[config.mk]
export PLATFORM = sky130hd
export DESIGN_NAME = spi_slave_if
export DESIGN_NICKNAME = d
export VERILOG_FILES = /design/src/rtl/spi_slave_if.sv
export SDC_FILE = /design/constraint.sdc
export NUM_CORES = 1
export LEC_CHECK = 0
export ABC_AREA = 1
export ABC_CLOCK_PERIOD_IN_PS = 1400
export BUFFER_PORTS_ARGS = -buffer_cell sky130_fd_sc_hd__buf_2
export CAP_MARGIN = 20
export CORE_ASPECT_RATIO = 1.2
export CORE_MARGIN = 3
export CORE_UTILIZATION = 51
export CTS_CLUSTER_DIAMETER = 60
export CTS_CLUSTER_SIZE = 40
export DETAILED_ROUTE_END_ITERATION = 6
export PLACE_DENSITY = 0.74
export SYNTH_ARGS = -nofsm -noshare
export SYNTH_HDL_FRONTEND = slang
export SYNTH_SLANG_ARGS = --single-unit
[constraint.sdc]
create_clock -name clk -period 1.4 [get_ports clk]
set_clock_uncertainty 0.15 [all_clocks]
set_input_delay 0.14 -clock clk [delete_from_list [all_inputs] [get_ports clk]]
set_output_delay 0.14 -clock clk [all_outputs]
set_load 0.03 [all_outputs]
[src/rtl/spi_slave_if.sv]
// SPI slave serial front end: deserialises MOSI into 10-bit command words and serialises RAM read data on MISO.
// Define SPI_SLAVE_TX_TIMEOUT_EN to bound the READ_DATA wait for tx_valid to TX_TIMEOUT edges.
module spi_slave_if #(
  parameter int ADDR_SIZE  = 8,
  parameter int TX_TIMEOUT = 16
) (
  input  logic                 clk,
  input  logic                 rst_n,
  input  logic                 SS_n,
  input  logic                 MOSI,
  output logic                 MISO,
  output logic [9:0]           rx_data,
  output logic                 rx_valid,
  input  logic [ADDR_SIZE-1:0] tx_data,
  input  logic                 tx_valid
);
  typedef enum logic [2:0] {IDLE, CHK_CMD, WRITE, READ_ADD, READ_DATA} state_t;

  localparam int TXC_W = $clog2(ADDR_SIZE + 1);
  localparam logic [TXC_W-1:0] TX_LAST = TXC_W'(ADDR_SIZE);

  state_t               state_reg, state_next;
  logic [3:0]           bit_cnt_reg, bit_cnt_next;
  logic [9:0]           shift_reg, shift_next;
  logic                 frame_done_reg, frame_done_next;
  logic                 rd_addr_seen_reg, rd_addr_seen_next;
  logic [TXC_W-1:0]     tx_cnt_reg, tx_cnt_next;
  logic [ADDR_SIZE-1:0] tx_shift_reg, tx_shift_next;
  logic                 miso_reg, miso_next;
  logic [9:0]           rx_data_reg, rx_data_next;
  logic                 rx_valid_reg, rx_valid_next;
  logic                 timeout;
  logic                 lockout;

`ifdef SPI_SLAVE_TX_TIMEOUT_EN
  localparam int TOC_W = $clog2(TX_TIMEOUT + 1);
  localparam logic [TOC_W-1:0] TO_LAST = TOC_W'(TX_TIMEOUT - 1);

  logic [TOC_W-1:0] to_cnt_reg, to_cnt_next;
  logic             lockout_reg, lockout_next;
  logic             wait_phase;

  assign wait_phase = (state_reg == READ_DATA) && frame_done_reg && (tx_cnt_reg == '0);
  assign lockout    = lockout_reg;

  // After a timeout the select line must be released before a new frame is accepted.
  always_comb begin
    to_cnt_next  = to_cnt_reg;
    lockout_next = lockout_reg;
    timeout      = 1'b0;
    if (SS_n) begin
      to_cnt_next  = '0;
      lockout_next = 1'b0;
    end else if (wait_phase && !tx_valid) begin
      if (to_cnt_reg == TO_LAST) begin
        timeout      = 1'b1;
        to_cnt_next  = '0;
        lockout_next = 1'b1;
      end else begin
        to_cnt_next = to_cnt_reg + TOC_W'(1);
      end
    end
  end

  always_ff @(posedge clk or negedge rst_n) begin
    if (!rst_n) begin
      to_cnt_reg  <= '0;
      lockout_reg <= 1'b0;
    end else begin
      to_cnt_reg  <= to_cnt_next;
      lockout_reg <= lockout_next;
    end
  end
`else
  assign timeout = 1'b0;
  assign lockout = 1'b0;
`endif

  always_ff @(posedge clk or negedge rst_n) begin
    if (!rst_n) state_reg <= IDLE;
    else        state_reg <= state_next;
  end

  always_comb begin
    state_next = state_reg;
    if (SS_n) begin
      state_next = IDLE;
    end else if (timeout) begin
      state_next = IDLE;
    end else begin
      case (state_reg)
        IDLE:    if (!lockout) state_next = CHK_CMD;
        CHK_CMD: state_next = !MOSI ? WRITE : (rd_addr_seen_reg ? READ_DATA : READ_ADD);
        default: state_next = state_reg;
      endcase
    end
  end

  always_comb begin
    bit_cnt_next      = bit_cnt_reg;
    shift_next        = shift_reg;
    frame_done_next   = frame_done_reg;
    rd_addr_seen_next = rd_addr_seen_reg;
    tx_cnt_next       = tx_cnt_reg;
    tx_shift_next     = tx_shift_reg;
    miso_next         = miso_reg;
    rx_data_next      = rx_data_reg;
    rx_valid_next     = 1'b0;
    if (SS_n || state_reg == IDLE) begin
      bit_cnt_next    = '0;
      frame_done_next = 1'b0;
      tx_cnt_next     = '0;
      miso_next       = 1'b0;
    end else if (state_reg == CHK_CMD) begin
      shift_next   = {9'b0, MOSI};
      bit_cnt_next = 4'd1;
    end else if (!frame_done_reg) begin
      shift_next   = {shift_reg[8:0], MOSI};
      bit_cnt_next = bit_cnt_reg + 4'd1;
      if (bit_cnt_reg == 4'd9) begin
        frame_done_next = 1'b1;
        rx_valid_next   = 1'b1;
        rx_data_next    = {shift_reg[8:0], MOSI};
        if (state_reg == READ_ADD)       rd_addr_seen_next = 1'b1;
        else if (state_reg == READ_DATA) rd_addr_seen_next = 1'b0;
      end
    end else if (state_reg == READ_DATA) begin
      // tx_cnt: 0 = waiting for tx_valid, 1..ADDR_SIZE-1 = shifting, ADDR_SIZE = finished
      if (tx_cnt_reg == '0) begin
        if (tx_valid) begin
          miso_next     = tx_data[ADDR_SIZE-1];
          tx_shift_next = tx_data << 1;
          tx_cnt_next   = TXC_W'(1);
        end
      end else if (tx_cnt_reg < TX_LAST) begin
        miso_next     = tx_shift_reg[ADDR_SIZE-1];
        tx_shift_next = tx_shift_reg << 1;
        tx_cnt_next   = tx_cnt_reg + TXC_W'(1);
      end else begin
        miso_next = 1'b0;
      end
    end
  end

  always_ff @(posedge clk or negedge rst_n) begin
    if (!rst_n) begin
      bit_cnt_reg      <= '0;
      shift_reg        <= '0;
      frame_done_reg   <= 1'b0;
      rd_addr_seen_reg <= 1'b0;
      tx_cnt_reg       <= '0;
      tx_shift_reg     <= '0;
      miso_reg         <= 1'b0;
      rx_data_reg      <= '0;
      rx_valid_reg     <= 1'b0;
    end else begin
      bit_cnt_reg      <= bit_cnt_next;
      shift_reg        <= shift_next;
      frame_done_reg   <= frame_done_next;
      rd_addr_seen_reg <= rd_addr_seen_next;
      tx_cnt_reg       <= tx_cnt_next;
      tx_shift_reg     <= tx_shift_next;
      miso_reg         <= miso_next;
      rx_data_reg      <= rx_data_next;
      rx_valid_reg     <= rx_valid_next;
    end
  end

  assign MISO     = miso_reg;
  assign rx_data  = rx_data_reg;
  assign rx_valid = rx_valid_reg;
endmodule

==> impl_metrics.ini, run 1 <==
[outcome]
status = finished with violations
violations = setup timing

[worst_hold_path]
whs_path_depth = 5
hold_path_class = primary input to flip-flop
min_from = tx_data[2]
hold_end = tx_shift_reg[3]

[critical_path]
cp_slowest_cell = dfrtp_1
arrival_ns = 1.62
cp-end-kind = flip-flop
critPathRequiredTime_ns = 1.44
ff2ff_setup_slack_ns = -0.18
r2r_start = bit_cnt_reg[1]
crit_type = flip-flop to flip-flop
start_kind = flip-flop
critPathBufInv = 2
path_cells = inv_2, ha_4, nand2_4, nor2_4, nand2_2, nor2_4, buf_12, nand2_4, nand2_1, o21ai_2
timing.rr.end = rx_data[2]
cp_max_fo = 5
rr_worst_depth = 10
crit_family = simple AND/OR/NAND/NOR gates
critPathMaxStageDelay_ns = 0.39

[routing]
wl_per_cell_um = 14.41
vias = 1903
drt_iter0_markers = 98
drt-total-wl_um = 5333
drc = 0
postRouteAntennaNets = 0
viasPerCell = 5.143
dr.pass1.iters = 4

[pwr]
ir_worst_vdd_mv = 0.7028
power_density_mw_per_mm2 = 896.7
p_leak_nw = 1.541

[sta]
max_freq_mhz = 631.0
hold_violations = 0
maxSlewHeadroom_pct = 80.92
min_period_ns = 1.585
rsz0062_at_grt = true
setup_viol = 36
setup_tns_ns = -3.981
worst_slew_pin_slew_ns = 0.2852
fin_ws_ns = -0.1847
slew_viol_final = 0
fin_crit_sh_pct = 113.2

[die]
die_h_um = 74.85
dieArea_mm2 = 0.004743
die_w_um = 63.37
ioPinCount = 25
core_mm2 = 0.003724
rows = 24
initial_core_util_pct = 54.10

[place]
dp_hpwl_um = 2987
gp_congestion = 0.8130
port_buffers = 24

[synth]
avgSynthCellArea_um2 = 8.393
synth_cells = 240
synth_top_area_share_pct = 50.93
syn_nets = 257
yosysWarnings = 0
yosysSeqAreaShare_pct = 50.93
syn_area_mm2 = 0.002014
synth.distinct_cells = 25
synth_top_cell_by_area = dfrtp_1
synthTopCellsByArea = dfrtp_1, nand2_1, nand3_1
synth_seq_cells = 41

[clock_tree]
cts_buffers = 5
cts_tree = done
clockBufferDepth = 2
clk_pin_slew_ns = 0.08
cts.sinks = 41
clockRootBuffer = clkbuf_8
clkLatencyLatePin_ns = 0.29
htreeDepth = 2

[finish]
fin_nets = 335
final_core_util_pct = 80.41
largest_reg_flops = 10
antenna_cells = 0
syn_to_final_growth_pct = 48.63
drive_above_1_share_pct = 45.60

[global_route]
track_usage_pct = 22.78
grt-ovfl-total = 0
antenna_found_initial = 0
grt_first_pass_wirelength_um = 8438
grt_pass1_vias = 1849
grt_max_degree = 42

[run]
drv_cap = 0
-- layout make-up --
type                    count  area, um^2
clock buffers               5       68.82
clock inverters             2       35.03
fillers                   242       729.5
inverters                  24       90.09
multi-input cells         175        1169
flip-flops and latches     41        1028
well taps                  52       65.06
repair buffers             71       538.0
-- worst max-delay path by stage --
| stage | start | to | slack, ns | cells after the start |
|---|---|---|---|---|
| after CTS | bit_cnt_reg[1] | rx_data[4] | -0.19 | 10 |
| after global routing | bit_cnt_reg[1] | rd_addr_seen_reg | -0.27 | 10 |
| final | bit_cnt_reg[1] | rx_data[2] | -0.18 | 10 |
| after floorplan | bit_cnt_reg[1] | rx_data[6] | -0.11 | 10 |
| after global placement | bit_cnt_reg[1] | rx_data[2] | -0.17 | 9 |
| after detailed placement | bit_cnt_reg[1] | rx_data[4] | -0.21 | 9 |
-- worst register-to-register path, cell delays in order (launching register included) --
cell and delay, ns:
dfrtp_1 0.39, inv_2 0.08, ha_4 0.13, nand2_4 0.05, nor2_4 0.12, nand2_2 0.07
nor2_4 0.13, buf_12 0.14, nand2_4 0.08, nand2_1 0.09, o21ai_2 0.06
-- layout by cell type, fill, tap and decap left out, types with 2 or more instances in the layout --
cell,n
buf_12,2
a21oi_1,3
inv_2,7
clkbuf_8,5
o21ai_4,2
nand3_1,7
inv_1,17
buf_6,8
ha_4,3
nand3b_1,2
dlygate4sd3_1,4
nand3_2,12
o21ai_1,8
xor2_1,2
nand2_2,13
buf_2,24
nand4_1,3
nand2_1,78
nor2_1,7
nand2_4,9
dfrtp_1,39
dfrtp_2,2
buf_4,33
a21oi_4,2
nor2_4,10
o21ai_2,7
-- stage by stage --
step	hold WS, ns	instance area, um^2	power (mW)	instances	setup WS [ns]
detailed placement	-0.01756	2439	1.630	343	-0.2128
CTS	0.01535	2858	2.648	366	-0.1907
global placement	-0.01914	2439	1.623	343	-0.1746
finish	0.02005	2994	2.685	370	-0.1847
global route	0.02962	2994	2.798	370	-0.2680
floorplan	-0.3056	2049	1.473	240	-0.1149
-- report_power, final --
group          switching (mW)  internal [mW]  total (mW)  leakage (nW)
logic                   0.264          0.211       0.474         0.925
registers              0.0456           1.24        1.29         0.562
clock network           0.404          0.518       0.922        0.0540
-- cells in the mapped netlist --
| cell type | number |
|---|---|
| clkinv_1 | 1 |
| inv_1 | 21 |
| a21oi_1 | 4 |
| dfrtp_1 | 41 |
| o21ai_1 | 1 |
| nor2_2 | 3 |
| o21ai_2 | 8 |
| ha_1 | 4 |
| xnor2_1 | 1 |
| nand3_1 | 20 |
| buf_8 | 1 |
| o21ai_0 | 8 |
| nand3b_1 | 2 |
| nand2_2 | 4 |
| nor2_1 | 11 |
| inv_2 | 2 |
| nor2_4 | 3 |
| nor3_4 | 1 |
| a21oi_4 | 1 |
| nand4_1 | 3 |
| xor2_1 | 2 |
| o211ai_1 | 1 |
| buf_4 | 2 |
| nand2_1 | 94 |
| nand2_4 | 1 |
-- metal layers --
| metal | global-route usage [%] | vias up | wire length (um) |
|---|---|---|---|
| met5 | 0 | - | 0 |
| met4 | 6.715 | 0 | 128 |
| met3 | 4.179 | 14 | 232 |
| met2 | 42.92 | 61 | 2841 |
| met1 | 26.64 | 909 | 2131 |
| li1 | - | 919 | - |
-- what timing repair did --
action | CTS | global route
buffers inserted | 10 | 4
gates resized for setup | 48 | 29
setup endpoints to repair | 37 | 39
hold buffers | 4 | 0
hold endpoints to repair | 44 | 0
cloned | 3 | 0
pin swaps | 22 | 15
-- kinds of logic after synthesis --
logic type / Yosys count / synth area share, %
adders and majority gates: 4 / 2.485
xor gates and xnor gates: 3 / 1.305
buffers and inverters: 27 / 5.962
DFF: 41 / 50.93
and+or+nand+nor: 142 / 31.43
AOI/OAI and AO/OA: 23 / 7.889
Power figures use the tool's default switching activity.
==> run 2: changes to the inputs <==
--- a/config.mk
+++ b/config.mk
@@ -8,14 +8,15 @@
 export ABC_AREA = 1
 export ABC_CLOCK_PERIOD_IN_PS = 1400
 export BUFFER_PORTS_ARGS = -buffer_cell sky130_fd_sc_hd__buf_2
-export CAP_MARGIN = 20
 export CORE_ASPECT_RATIO = 1.2
 export CORE_MARGIN = 3
 export CORE_UTILIZATION = 51
 export CTS_CLUSTER_DIAMETER = 60
 export CTS_CLUSTER_SIZE = 40
 export DETAILED_ROUTE_END_ITERATION = 6
+export HOLD_SLACK_MARGIN = 0.08
 export PLACE_DENSITY = 0.74
+export RECOVER_POWER = 100
 export SYNTH_ARGS = -nofsm -noshare
 export SYNTH_HDL_FRONTEND = slang
 export SYNTH_SLANG_ARGS = --single-unit
==> run 2 against run 1 <==
- the run still ends with setup timing left
- die area stayed put
- register-to-register slack worse by 0.03 ns
- via count up 5.5%
- wire length rose by 12%
- highest routed layer unchanged
==> impl_metrics.ini, run 2 (same netlist as run 1, synthesis figures left out) <==
[outcome]
status = finished with violations
violations = setup timing

[finish]
fillCellCount = 227
antenna_cells = 0
drive_above_1_share_pct = 41.52
fin_nets = 347
syn_to_final_growth_pct = 53.73
layout_commonest_cell = nand2_1
instances_no_fill = 382
layout_common_cells = nand2_1, dfrtp_1, buf_4
stdcell_area_mm2 = 0.003097
largest_reg_flops = 10

[sta]
worst_slew_pin_slew_ns = 0.5770
fin_crit_sh_pct = 115.7
setup_viol = 37
setup_tns_ns = -4.301
min_period_ns = 1.619
maxSlewHeadroom_pct = 61.54
hold_violations = 0
rsz0062_at_grt = true
slew_viol_final = 0
fin_ws_ns = -0.2194
max_freq_mhz = 617.5

[routing]
wl_per_cell_um = 15.63
drc = 0
postRouteAntennaNets = 0
viasPerCell = 5.257
dr.pass1.iters = 4
drt_iter0_markers = 127
vias = 2008
drt-total-wl_um = 5969

[critical_path]
crit_type = flip-flop to flip-flop
ff2ff_setup_slack_ns = -0.22
start_kind = flip-flop
cp_max_fo = 5
critPathRequiredTime_ns = 1.48
arrival_ns = 1.70
cp-end-kind = flip-flop

[run]
drv_cap = 0

[place]
dp.cells = 343
dp_hpwl_um = 2987
gp_congestion = 0.8130
placed_area_mm2 = 0.002439
port_buffers = 24
post-place-ws_ns = -0.2128

[die]
dieArea_mm2 = 0.004743
initial_core_util_pct = 54.10
rows = 24
ioPinCount = 25
die_h_um = 74.85
die_w_um = 63.37
core_mm2 = 0.003724

[clock_tree]
cts_tree = done
clockBufferDepth = 2
clockRootBuffer = clkbuf_8
cts.sinks = 41
htreeDepth = 2
clkLatencyLatePin_ns = 0.30
cts_buffers = 5
clk_pin_slew_ns = 0.08

[pwr]
ir_worst_vdd_mv = 1.346
p_leak_nw = 1.546
power_mw = 2.763
power_density_mw_per_mm2 = 892.4

[worst_hold_path]
hold_path_class = primary input to flip-flop

[global_route]
grt_max_degree = 42
grt-ovfl-total = 0
track_usage_pct = 23.63
grt_pass1_vias = 1926
antenna_found_initial = 0
grt_first_pass_wirelength_um = 8790
-- run 2: cell count changes in the layout (fill, tap and decap cells not counted), sizes merged --
cell         previous run  this run
buf                    67        56
clkbuf                  5        20
dlygate4sd3             4        12
-- run 2: worst max-delay path: stages (launching register included) --
cell and delay [ns]:
dfrtp_2 0.45, buf_4 0.16, nor3_4 0.18, buf_4 0.17
nor2_4 0.05, buf_12 0.13, nand2_4 0.10, nand2_1 0.09
o21ai_2 0.07
-- run 2: power by group --
group | total [mW] | switching, mW | internal (mW)
Sequential | 1.29 | 0.0444 | 1.24
Clock | 0.950 | 0.431 | 0.519
Combinational | 0.527 | 0.281 | 0.246
Total | 2.76 | 0.756 | 2.01
-- run 2: final timing paths --
kind	depth (start not counted)	start	endpoint
max	8	state_reg[1]	rx_data[2]
min	4	SS_n	rx_valid
max reg2reg	8	state_reg[1]	rx_data[2]
min reg2reg	2	rx_data[5]	rx_data[5]
max in group asynchronous	3	rst_n	state_reg[2]
min in group asynchronous	3	rst_n	state_reg[1]
-- run 2: metrics by stage --
step	utilization, %	hold WS [ns]
after floorplan	-	-0.3056
after global placement	65.49	-0.01914
after detailed placement	65.49	-0.01756
after CTS	78.90	0.08681
after global routing	83.17	0.08404
final	83.17	0.08091
-- run 2: metal layers --
layer  routed length (um)  GRT usage [%]
met1                 2336          27.22
met2                 3234          44.78
met3                  243          3.433
met4                  154          8.873
met5                    0              0
-- run 2: final cells by class --
cell class	count	area (um^2)	share of cell area (%)
multi-input cells	175	1164	37.58
flip-flops and latches	41	1028	33.21
repair buffers	83	645.6	20.85
inverters	24	90.09	2.909
clock buffers	5	68.82	2.222
well taps	52	65.06	2.101
clock inverters	2	35.03	1.131
-- run 2: repair_timing --
item                                    4_1_cts  5_1_grt
hold endpoints to repair                     53        0
cloned                                        3        1
endpoints found under the setup margin       37       39
resized for setup                            48       32
pin swaps                                    22       15
hold buffers                                 12        0
buffers inserted                             10        7
